==> config.mk <==
export PLATFORM = sky130hd
export DESIGN_NAME = merge_input_fifo
export DESIGN_NICKNAME = d
export VERILOG_FILES = /design/src/rtl/merge_input_fifo.sv
export SDC_FILE = /design/constraint.sdc
export NUM_CORES = 1
export LEC_CHECK = 0
export CORE_ASPECT_RATIO = 2
export CORE_MARGIN = 2
export CORE_UTILIZATION = 55
export DETAILED_ROUTE_END_ITERATION = 12
export MAX_ROUTING_LAYER = met4
export PLACE_DENSITY = 0.76
export SLEW_MARGIN = 20
export SYNTH_ARGS = -nofsm -noshare
export SYNTH_HDL_FRONTEND = slang
export SYNTH_SLANG_ARGS = --single-unit
==> constraint.sdc <==
create_clock -name i_clk -period 4.8 [get_ports i_clk]
set_input_delay 0.48 -clock i_clk [delete_from_list [all_inputs] [get_ports i_clk]]
set_output_delay 0.48 -clock i_clk [all_outputs]
set_load 0.01 [all_outputs]
==> src/rtl/merge_input_fifo.sv <==
// First-word-fall-through record FIFO feeding one side of a merge stage.
// Tracks stored end-of-run terminators (zero records) and sticky over/underflow errors.
module merge_input_fifo #(
    parameter int DATA_W    = 32,
    parameter int DEPTH     = 16,
    parameter int AF_MARGIN = 2
) (
    input  logic                     i_clk,
    input  logic                     i_rst,
    input  logic                     i_wr_en,
    input  logic [DATA_W-1:0]        i_wr_data,
    input  logic                     i_rd_en,
    output logic [DATA_W-1:0]        o_head,
    output logic                     o_empty,
    output logic                     o_full,
    output logic                     o_almost_full,
    output logic                     o_min_zero,
    output logic                     o_r_min_zero,
    output logic [$clog2(DEPTH):0]   o_count,
    output logic                     o_run_avail,
    output logic [1:0]               o_err
);

    localparam int AW = $clog2(DEPTH);
    localparam int PW = AW + 1;

    logic [DATA_W-1:0] mem [DEPTH];
    logic [PW-1:0]     wr_ptr;
    logic [PW-1:0]     rd_ptr;
    logic [PW-1:0]     count;
    logic [PW-1:0]     run_cnt;
    logic              r_min_zero;
    logic [1:0]        err;

    logic              empty;
    logic              full;
    logic              wr_acc;
    logic              rd_acc;
    logic              head_zero;
    logic              wr_term;
    logic              rd_term;

    // Extra wrap bit distinguishes full from empty when addresses coincide.
    assign empty     = (wr_ptr == rd_ptr);
    assign full      = (wr_ptr[AW-1:0] == rd_ptr[AW-1:0]) && (wr_ptr[AW] != rd_ptr[AW]);
    assign wr_acc    = i_wr_en && !full;
    assign rd_acc    = i_rd_en && !empty;
    assign o_head    = mem[rd_ptr[AW-1:0]];
    assign head_zero = (o_head == '0);
    assign wr_term   = wr_acc && (i_wr_data == '0);
    assign rd_term   = rd_acc && head_zero;

    always_ff @(posedge i_clk) begin
        if (wr_acc) begin
            mem[wr_ptr[AW-1:0]] <= i_wr_data;
        end
    end

    always_ff @(posedge i_clk or posedge i_rst) begin
        if (i_rst) begin
            wr_ptr     <= '0;
            rd_ptr     <= '0;
            count      <= '0;
            run_cnt    <= '0;
            r_min_zero <= 1'b0;
            err        <= 2'b00;
        end else begin
            if (wr_acc) begin
                wr_ptr <= wr_ptr + PW'(1);
            end
            if (rd_acc) begin
                rd_ptr     <= rd_ptr + PW'(1);
                r_min_zero <= head_zero;
            end
            case ({wr_acc, rd_acc})
                2'b10:   count <= count + PW'(1);
                2'b01:   count <= count - PW'(1);
                default: count <= count;
            endcase
            case ({wr_term, rd_term})
                2'b10:   run_cnt <= run_cnt + PW'(1);
                2'b01:   run_cnt <= run_cnt - PW'(1);
                default: run_cnt <= run_cnt;
            endcase
            if (i_wr_en && full) begin
                err[0] <= 1'b1;
            end
            if (i_rd_en && empty) begin
                err[1] <= 1'b1;
            end
        end
    end

    assign o_empty       = empty;
    assign o_full        = full;
    assign o_count       = count;
    assign o_almost_full = (count >= PW'(DEPTH - AF_MARGIN));
    assign o_min_zero    = !empty && head_zero;
    assign o_r_min_zero  = r_min_zero;
    assign o_run_avail   = (run_cnt != '0);
    assign o_err         = err;

endmodule

-- Word-level counts from Yosys, hierarchy flattened
Memory sizes are Yosys's and may differ from the RTL's.
Cells that the tools add are included.
- register bits after elaboration: 23
- output and inout port bits: 45
- bits of input ports: 36
- bits in writable memories: 512
- latch bits: 0
- word-level logic and storage cells: 41
- memory bits (read-only): 0
- memories: 1
- $add $sub $neg: 6
- muxes and demuxes: 4
- bitwise operators: 0
- div/mod/pow operators: 0
- multipliers: 0
- equality and inequality tests: 7
- shifts and indexed selects: 0
- reductions and logical operators: 15
- $lt $le $gt $ge: 1
- memories (name ; words ; width ; rd ports ; clocked after memory_dff ; wr ports ; line ; source):
    mem ; 16 ; 32 ; 1 ; 0 ; 1 ; 27 ; logic [DATA_W-1:0] mem [DEPTH];
- operators by type and width (cell ; number):
    $logic_not 32->1 ; 2
    $add 5x1->5 const B ; 4
    $pmux 5 s2 ; 2
    $sub 5x1->5 const B ; 2
    $logic_and 1x1->1 ; 8
    $eq 5x5->1 ; 1
    $ge 5x4->1 const B ; 1
    $reduce_bool 5->1 ; 1
    $eq 2x1->1 const B ; 2
    $eq 2x2->1 const B ; 2
    $eq 4x4->1 ; 1
    $reduce_bool 2->1 ; 2
    $logic_not 1->1 ; 2
    $mux 1 ; 2
    $ne 1x1->1 ; 1

-- Longest topological paths before layout
Gate-level depths: netlist of run 1.
- depth in word-level cells: 7
- depth in mapped cells: 20
- gate-level depth less buffers: 15

-- Worst setup path before layout of run 1
No wires, ideal clock.
- kind: reg2reg
- start point: reg rd_ptr[1]
- end point: mem mem[3][0], enable pin
- required time: 4.339 ns
- buffers on the path: 4
- period minus slack after synthesis: 4.531 ns
- path slack: 0.269 ns
- library setup time: 0.461 ns
- stages on the path, launching flop included: 11
- arrival time: 4.070 ns
- cell sequence: dfrtp_1 -> buf_2 -> buf_2 -> buf_2 -> xnor2_1 -> nand4_1 -> nor2b_1 -> nor2b_1 -> clkbuf_1 -> nand2_1 -> nor3_1
- cells in the longest elaborated chain, start to end: 6
- RTL lines (item ; line ; source):
    start, declared ; 29 ; logic [PW-1:0] rd_ptr;
    start signal, assigned ; 72 ; rd_ptr <= rd_ptr + PW'(1);
    $eq 4x4->1 ; 45 ; assign full = (wr_ptr[AW-1:0] == rd_ptr[AW-1:0]) && (wr_ptr[AW] != rd_ptr[AW]);
    $logic_and 1x1->1 ; 45 ;
    via o_full ; 15 ; output logic o_full,
    $logic_not 1->1 ; 46 ; assign wr_acc = i_wr_en && !full;
    $logic_and 1x1->1 ; 46 ;
    $mux 1 ; 54 ; if (wr_acc) begin
    $mux 1 (implied by the code) ; 55 ; mem[wr_ptr[AW-1:0]] <= i_wr_data;
    end, declared ; 27 ;
The timed path passes the listed nets, and every way through them passes these cells.

-- Worst setup path after layout of run 1
- start point: reg rd_ptr[0]
- end point: out o_min_zero
- cells in the longest elaborated chain, start to end: 3
- elaborated cells between the ends (all ways): 5
- those cells by class: eq/ne: 1; reduce/logical: 3; memory: 1
- RTL lines (item ; line ; source):
    $mem_v2 16x32 / $eq 5x5->1 (equally long branches) ; - ;
    $logic_not 32->1 / $logic_not 1->1 (equally long branches) ; 49, 98 ;
    $logic_and 1x1->1 (*) ; 98 ; assign o_min_zero = !empty && head_zero;
    end, declared ; 17 ; output logic o_min_zero,
Mark *: on every way between the ends. The rest lies on a longest branch, timed or not.

==> results of run 1 <==
[sequential cells by signal, summed over array words and instances (netlist names)]
name,cells
wr_ptr,5
o_err,2
o_r_min_zero,1
mem,512
run_cnt,5
o_count,5
rd_ptr,5
[cell families (layout without fill, tap and decap cells)]
logic type               count (synthesis)  after routing  synth area share
flip-flops                             535            535             0.761
multiplexers                           194            194             0.169
AND/OR/NAND/NOR                         95             95            0.0235
buffers and inverters                   63            243            0.0122
AO/OA/AOI/OAI                           44             44            0.0143
XOR/XNOR                                23             23           0.00962
adder cells (fa/ha/maj)                 15             15           0.00968
other                                    0              3                 0
[cell type report]
cell class	instances	area [sq um]	share of cell area
antenna	3	7.51	0.000308
clock buffer	52	1150	0.0473
clock inverter	26	269	0.0110
inverter	17	66.3	0.00272
multi-input combinational	371	4860	0.200
sequential	535	16000	0.656
tap	463	579	0.0238
timing repair buffer	148	1460	0.0598
[routing by layer]
metal  global-route usage  vias up  wire, um
met2                0.463      393     27200
met4               0.0944        0      1590
met5                    -        -         0
li1                     -     4318         -
met1                0.285     5475     16200
met3               0.0275      101      2470
[critical path, delay by kind of cell, from the launching register on]
family / cells / cell delay (ns)
AND/OR/NAND/NOR: 3 / 1.36
buffers and inverters: 3 / 0.89
multiplexers: 2 / 1.00
flip-flops: 1 / 0.42
[power by group]
group          internal, W  total [W]  switching [W]
logic              0.00242    0.00501        0.00259
registers          0.00564    0.00588       0.000240
clock network      0.00199    0.00356        0.00157
[synth_stat cells, drive strengths merged (7+ instances only)]
cell	count
a21oi	8
buf	23
clkbuf	23
dfrtp	23
edfxtp	512
ha	13
inv	17
mux2i	65
mux4	128
nand2	16
nand4	14
nor2	23
nor4	13
o21ai	9
xnor2	16
xor2	7
[metrics by stage]
step	hold slack, ns	worst slack, ns
6_report	0.448	0.0927
5_1_grt	0.491	0.0154
4_1_cts	0.462	0.0125
3_5_place_dp	0.453	0.111
3_3_place_gp	0.440	0.221
2_1_floorplan	0.442	0.269
[how the worst max path moves through the flow]
stage                                  end  depth (start not counted)  slack, ns
finish                          o_min_zero                          8       0.09
global route                    o_min_zero                          8       0.02
CTS                             o_min_zero                          8       0.01
detailed placement  run_cnt[4]$_DFFE_PP0P_                         16       0.11
global placement    run_cnt[4]$_DFFE_PP0P_                         16       0.22
floorplan              mem[3][0]$_DFFE_PP_                         10       0.27
[repair_timing]
item / in CTS / in global routing
endpoints found under the setup margin: 1 / 1
buffers inserted: 3 / 4
gates resized for setup: 5 / 3
pin swaps: 0 / 2
==> results.yml, run 1 <==
logic_synthesis:
  synthesis.yosys.warnings: 0
  yosys.area.top_type_share: 0.734
  synth_seq_area_share: 0.761
  synth.cell_area_sq_um: 20900
  synth-edff-count: 512
  syn_nets: 1020
  number_of_synthesized_register_bits: 535
  ys_dominant_reg_cell: "edfxtp_1"
  synth_area_per_cell_sq_um: 21.6
  synthDistinctLibCells: 45
  netlist_top_cells_area: "edfxtp_1, mux4_2, mux2i_1"
  synth.largest_area_cell: "edfxtp_1"
  synth_async_sr_flop_share: 0.0430
  gate_count_after_technology_mapping: 969
cts:
  clock_tree_from_tritoncts: "yes"
  postCtsHoldBufs: 0
  clock_path_buffers: 3
  cts_made_buffers: 43
  cts.root.buffer_cell: "clkbuf_16"
  worst_skew_pair.late_latency_ns: 0.55
  cts_sinks: 535
  worst_setup_hold_path_clk_slew_ns: 0.07
  htree_num_levels: 2
setup_path:
  timing.critical_path.arrival_ns: 4.23
  reg2reg_setup_slack_ns: 0.16
  worstRegToRegCells: 15
  critical_path_required_ns: 4.32
  crit_path_max_fanout: 7
  critical_path.max_stage_delay_ns: 0.58
  cp-startpoint: "rd_ptr[0]$_DFFE_PP0P_"
  critPathSlowestCell: "or4b_4"
  timing_worst_setup_path_type: "flip-flop to primary output"
  r2r_start: "rd_ptr[0]$_DFFE_PP0P_"
  crit_path_start_kind: "flip-flop"
  critical_path.reg2reg.endpoint: "run_cnt[4]$_DFFE_PP0P_"
  path_cells: "buf_4, mux4_2, mux4_2, or4_1, or4b_4, nor4_4, buf_4, clkdlybuf4s50_1"
  critical_path.endpoint_type: "primary output"
floorplan:
  ioPinCount: 81
  number_of_cell_rows: 101
  floorplan.die.width_um: 142
  core_region_area_sq_um: 37800
  die_area_sq_um: 39800
  die-height_um: 280
  initial_util: 0.554
route:
  finalWirelength_um: 47500
  vias: 10300
  drt-pass1-iter-count: 5
  drt-vias-per-instance: 6.37
  postRouteAntennaNets: 0
  avgRoutedWirePerCell_um: 29.4
  detail_route.drc_violations: 0
  drt_iter0_drc: 826
sta:
  finalCritPeriodShare: 0.981
  max_slew_margin: 0.386
  tns_ns: 0
  final-setup-viol-count: 0
  hold_viol: 0
  max_freq_ghz: 0.212
  worstMarginPinSlew_ns: 0.920
  grt_setup_unrepaired: "false"
  fin_worst_skew_ns: 0.0175
  final_max_slew_viol_count: 0
  timing.final.crit_period_ns: 4.71
cells_and_area:
  mostFrequentLayoutCells: "edfxtp_1, mux4_2, clkdlybuf4s50_1, mux2i_1, buf_4"
  flow.area_growth_from_synthesis_pct: 16.2
  fill_cells: 2403
  layout_commonest_cell: "edfxtp_1"
  final_core_area_utilization: 0.644
  layout.nets: 1167
  postLayoutCellArea_sq_um: 24300
  drive_above_1_share: 0.249
  final_cell_count_no_fill: 1615
grt:
  grt_pass1_vias: 10900
  track_usage: 0.254
  pin_count_of_the_biggest_net_entering_global_routing: 37
  grt_remaining_overflow: 0
  global_route_wire_length_before_repair_um: 70000
  initial_antenna_violation_count: 3
power_and_ir_drop:
  total_leakage_power_nw: 7.98
  report.power.total_w: 0.0145
  irDropWorstVdd_uv: 319
  power_per_cell_area_nw_per_um2: 594
place:
  post-place-cells: 1528
  gpl.final_weighted_congestion: 0.887
  dp_hpwl_um: 28300
  dpl-instance-area_sq_um: 22800
  port-buffer-count: 80
hold_path:
  holdCritPathClass: "primary input to async pin"
outcome:
  outcome: "completed"
job:
  maxCapViolCount: 0
Power figures use the tool's default switching activity.
==> inputs of run 2 (changes only) <==
- REMOVE_ABC_BUFFERS: default -> 1
==> results.yml, run 2 (synthesis gave the netlist of run 1 again) <==
floorplan:
  die_area_sq_um: 39800
  number_of_cell_rows: 101
  die-height_um: 280
  ioPinCount: 81
  initial_util: 0.554
  floorplan.die.width_um: 142
  core_region_area_sq_um: 37800
route:
  finalWirelength_um: 47700
  drt-pass1-iter-count: 5
  vias: 10300
  drt-vias-per-instance: 6.39
  avgRoutedWirePerCell_um: 29.6
  detail_route.drc_violations: 0
  drt_iter0_drc: 1017
  postRouteAntennaNets: 0
grt:
  track_usage: 0.253
  grt_remaining_overflow: 0
  pin_count_of_the_biggest_net_entering_global_routing: 35
  initial_antenna_violation_count: 0
  grt_pass1_vias: 10900
  global_route_wire_length_before_repair_um: 70100
place:
  dp_hpwl_um: 28600
  port-buffer-count: 80
  place_ws_ns: 0.0197
  dpl-instance-area_sq_um: 22900
  gpl.final_weighted_congestion: 0.869
sta:
  post-route-worst-setup-slack_ns: 0.137
  timing.final.crit_period_ns: 4.66
  grt_setup_unrepaired: "false"
  hold_viol: 0
  finalCritPeriodShare: 0.972
  fin_worst_skew_ns: 0.0177
  final-setup-viol-count: 0
  worstMarginPinSlew_ns: 0.959
  max_slew_margin: 0.355
  max_freq_ghz: 0.214
  worst_hold_slack_ns: 0.428
  final_max_slew_viol_count: 0
cts:
  htree_num_levels: 2
  worst_skew_pair.late_latency_ns: 0.57
  cts.root.buffer_cell: "clkbuf_16"
  clock_tree_from_tritoncts: "yes"
  cts_sinks: 535
  clock_path_buffers: 3
  postCtsHoldBufs: 0
  cts_made_buffers: 45
  worst_setup_hold_path_clk_slew_ns: 0.07
setup_path:
  critical_path.max_stage_delay_ns: 0.59
  timing.critical_path.arrival_ns: 4.18
  critPathSlowestCell: "clkdlybuf4s50_1"
  crit_path_max_fanout: 7
  path_buf_inv: 2
  timing_worst_setup_path_type: "flip-flop to primary output"
  path_cells: "buf_4, mux4_2, mux4_2, or4_1, or4b_4, nor4_2, clkdlybuf4s50_1"
  crit_top_cell: "mux4_2"
  crit_path_start_kind: "flip-flop"
  critical_path.endpoint_type: "primary output"
  critical_path_required_ns: 4.32
  worst_path_dominant_cell_family: "simple AND/OR/NAND/NOR gates"
cells_and_area:
  num_antenna_cells: 0
  postLayoutCellArea_sq_um: 24400
  mostFrequentLayoutCells: "edfxtp_1, mux4_2, clkdlybuf4s50_1, mux2i_1, buf_4"
  largest_register_ff_count: 512
  layout_commonest_cell: "edfxtp_1"
  flow.area_growth_from_synthesis_pct: 16.5
  drive_above_1_share: 0.255
  layout.nets: 1167
outcome:
  outcome: "completed"
power_and_ir_drop:
  total_leakage_power_nw: 7.99
  irDropWorstVdd_uv: 341
  power_per_cell_area_nw_per_um2: 594
job:
  maxCapViolCount: 0
hold_path:
  holdCritPathClass: "primary input to async pin"
run 2: cell types whose count changed in the layout (fill, tap and decap cells not counted), moves of 3 or more:
cell	previous run	this run
diode_2	3	0
buf_12	9	15
clkinv_1	8	2
clkinv_2	6	9
bufinv_16	5	2
buf_4	55	48
run 2: final cells by class:
| cell class | instances | area (sq um) |
|---|---|---|
| flip-flops and latches | 535 | 16000 |
| fillers | 2414 | 13400 |
| multi-input cells | 371 | 4860 |
| repair buffers | 146 | 1520 |
| clock buffers | 55 | 1220 |
| well taps | 463 | 579 |
| clock inverters | 24 | 196 |
| inverters | 17 | 66.3 |
run 2: path summary, 6_finish.rpt:
kind	startpoint	endpoint	slack (ns)	depth (start not counted)
setup / recovery	rd_ptr[0]$_DFFE_PP0P_	o_min_zero	0.14	7
hold / removal	i_rst	o_count[1]$_DFFE_PP0P_	0.43	2
setup reg to reg	rd_ptr[0]$_DFFE_PP0P_	run_cnt[4]$_DFFE_PP0P_	0.27	15
hold reg to reg	o_err[1]$_DFFE_PP0P_	o_err[1]$_DFFE_PP0P_	0.46	1
max in group asynchronous	i_rst	rd_ptr[0]$_DFFE_PP0P_	3.70	2
min in group i_clk	o_err[1]$_DFFE_PP0P_	o_err[1]$_DFFE_PP0P_	0.46	1
run 2: what timing repair did:
item,CTS,global route
setup endpoints to repair,2,2
resized for setup,1,6
setup buffers,3,3
run 2: stage by stage:
stage / power (W) / setup TNS, ns / util / cells
final: 0.0145 / 0 / 0.646 / 1611
after global routing: 0.0150 / 0 / 0.646 / 1611
after CTS: 0.0145 / 0 / 0.644 / 1608
after detailed placement: 0.0109 / 0 / 0.605 / 1526
after global placement: 0.0108 / 0 / 0.605 / 1526
after floorplan: 0.00911 / -1490.92 / - / 923
run 2: worst reg2reg max path, stage by stage, from the launching register on:
cell and delay (ns):
dfrtp_4 0.42, buf_4 0.20, mux4_2 0.52, mux4_2 0.53, or4_1 0.50, or4b_4 0.57
nor4_1 0.32, ha_1 0.23, inv_1 0.08, fa_1 0.41, inv_1 0.07, a21o_1 0.11
a21oi_1 0.07, xnor2_1 0.12, nor2_1 0.12, xor2_1 0.16
run 2: per-layer routing:
metal | vias to the layer above | share of wire | GRT usage | wire length [um]
li1 | 4306 | - | - | -
met1 | 5436 | 0.35 | 0.298 | 16700
met2 | 444 | 0.54 | 0.438 | 25900
met3 | 112 | 0.061 | 0.0328 | 2910
met4 | 0 | 0.047 | 0.113 | 2220
met5 | - | 0 | - | 0
run 2: power by group:
| part | switching (W) | internal, W | leakage (nW) |
|---|---|---|---|
| Clock | 0.00161 | 0.00192 | 0.675 |
| Sequential | 0.000228 | 0.00564 | 4.90 |
| Combinational | 0.00267 | 0.00243 | 2.42 |
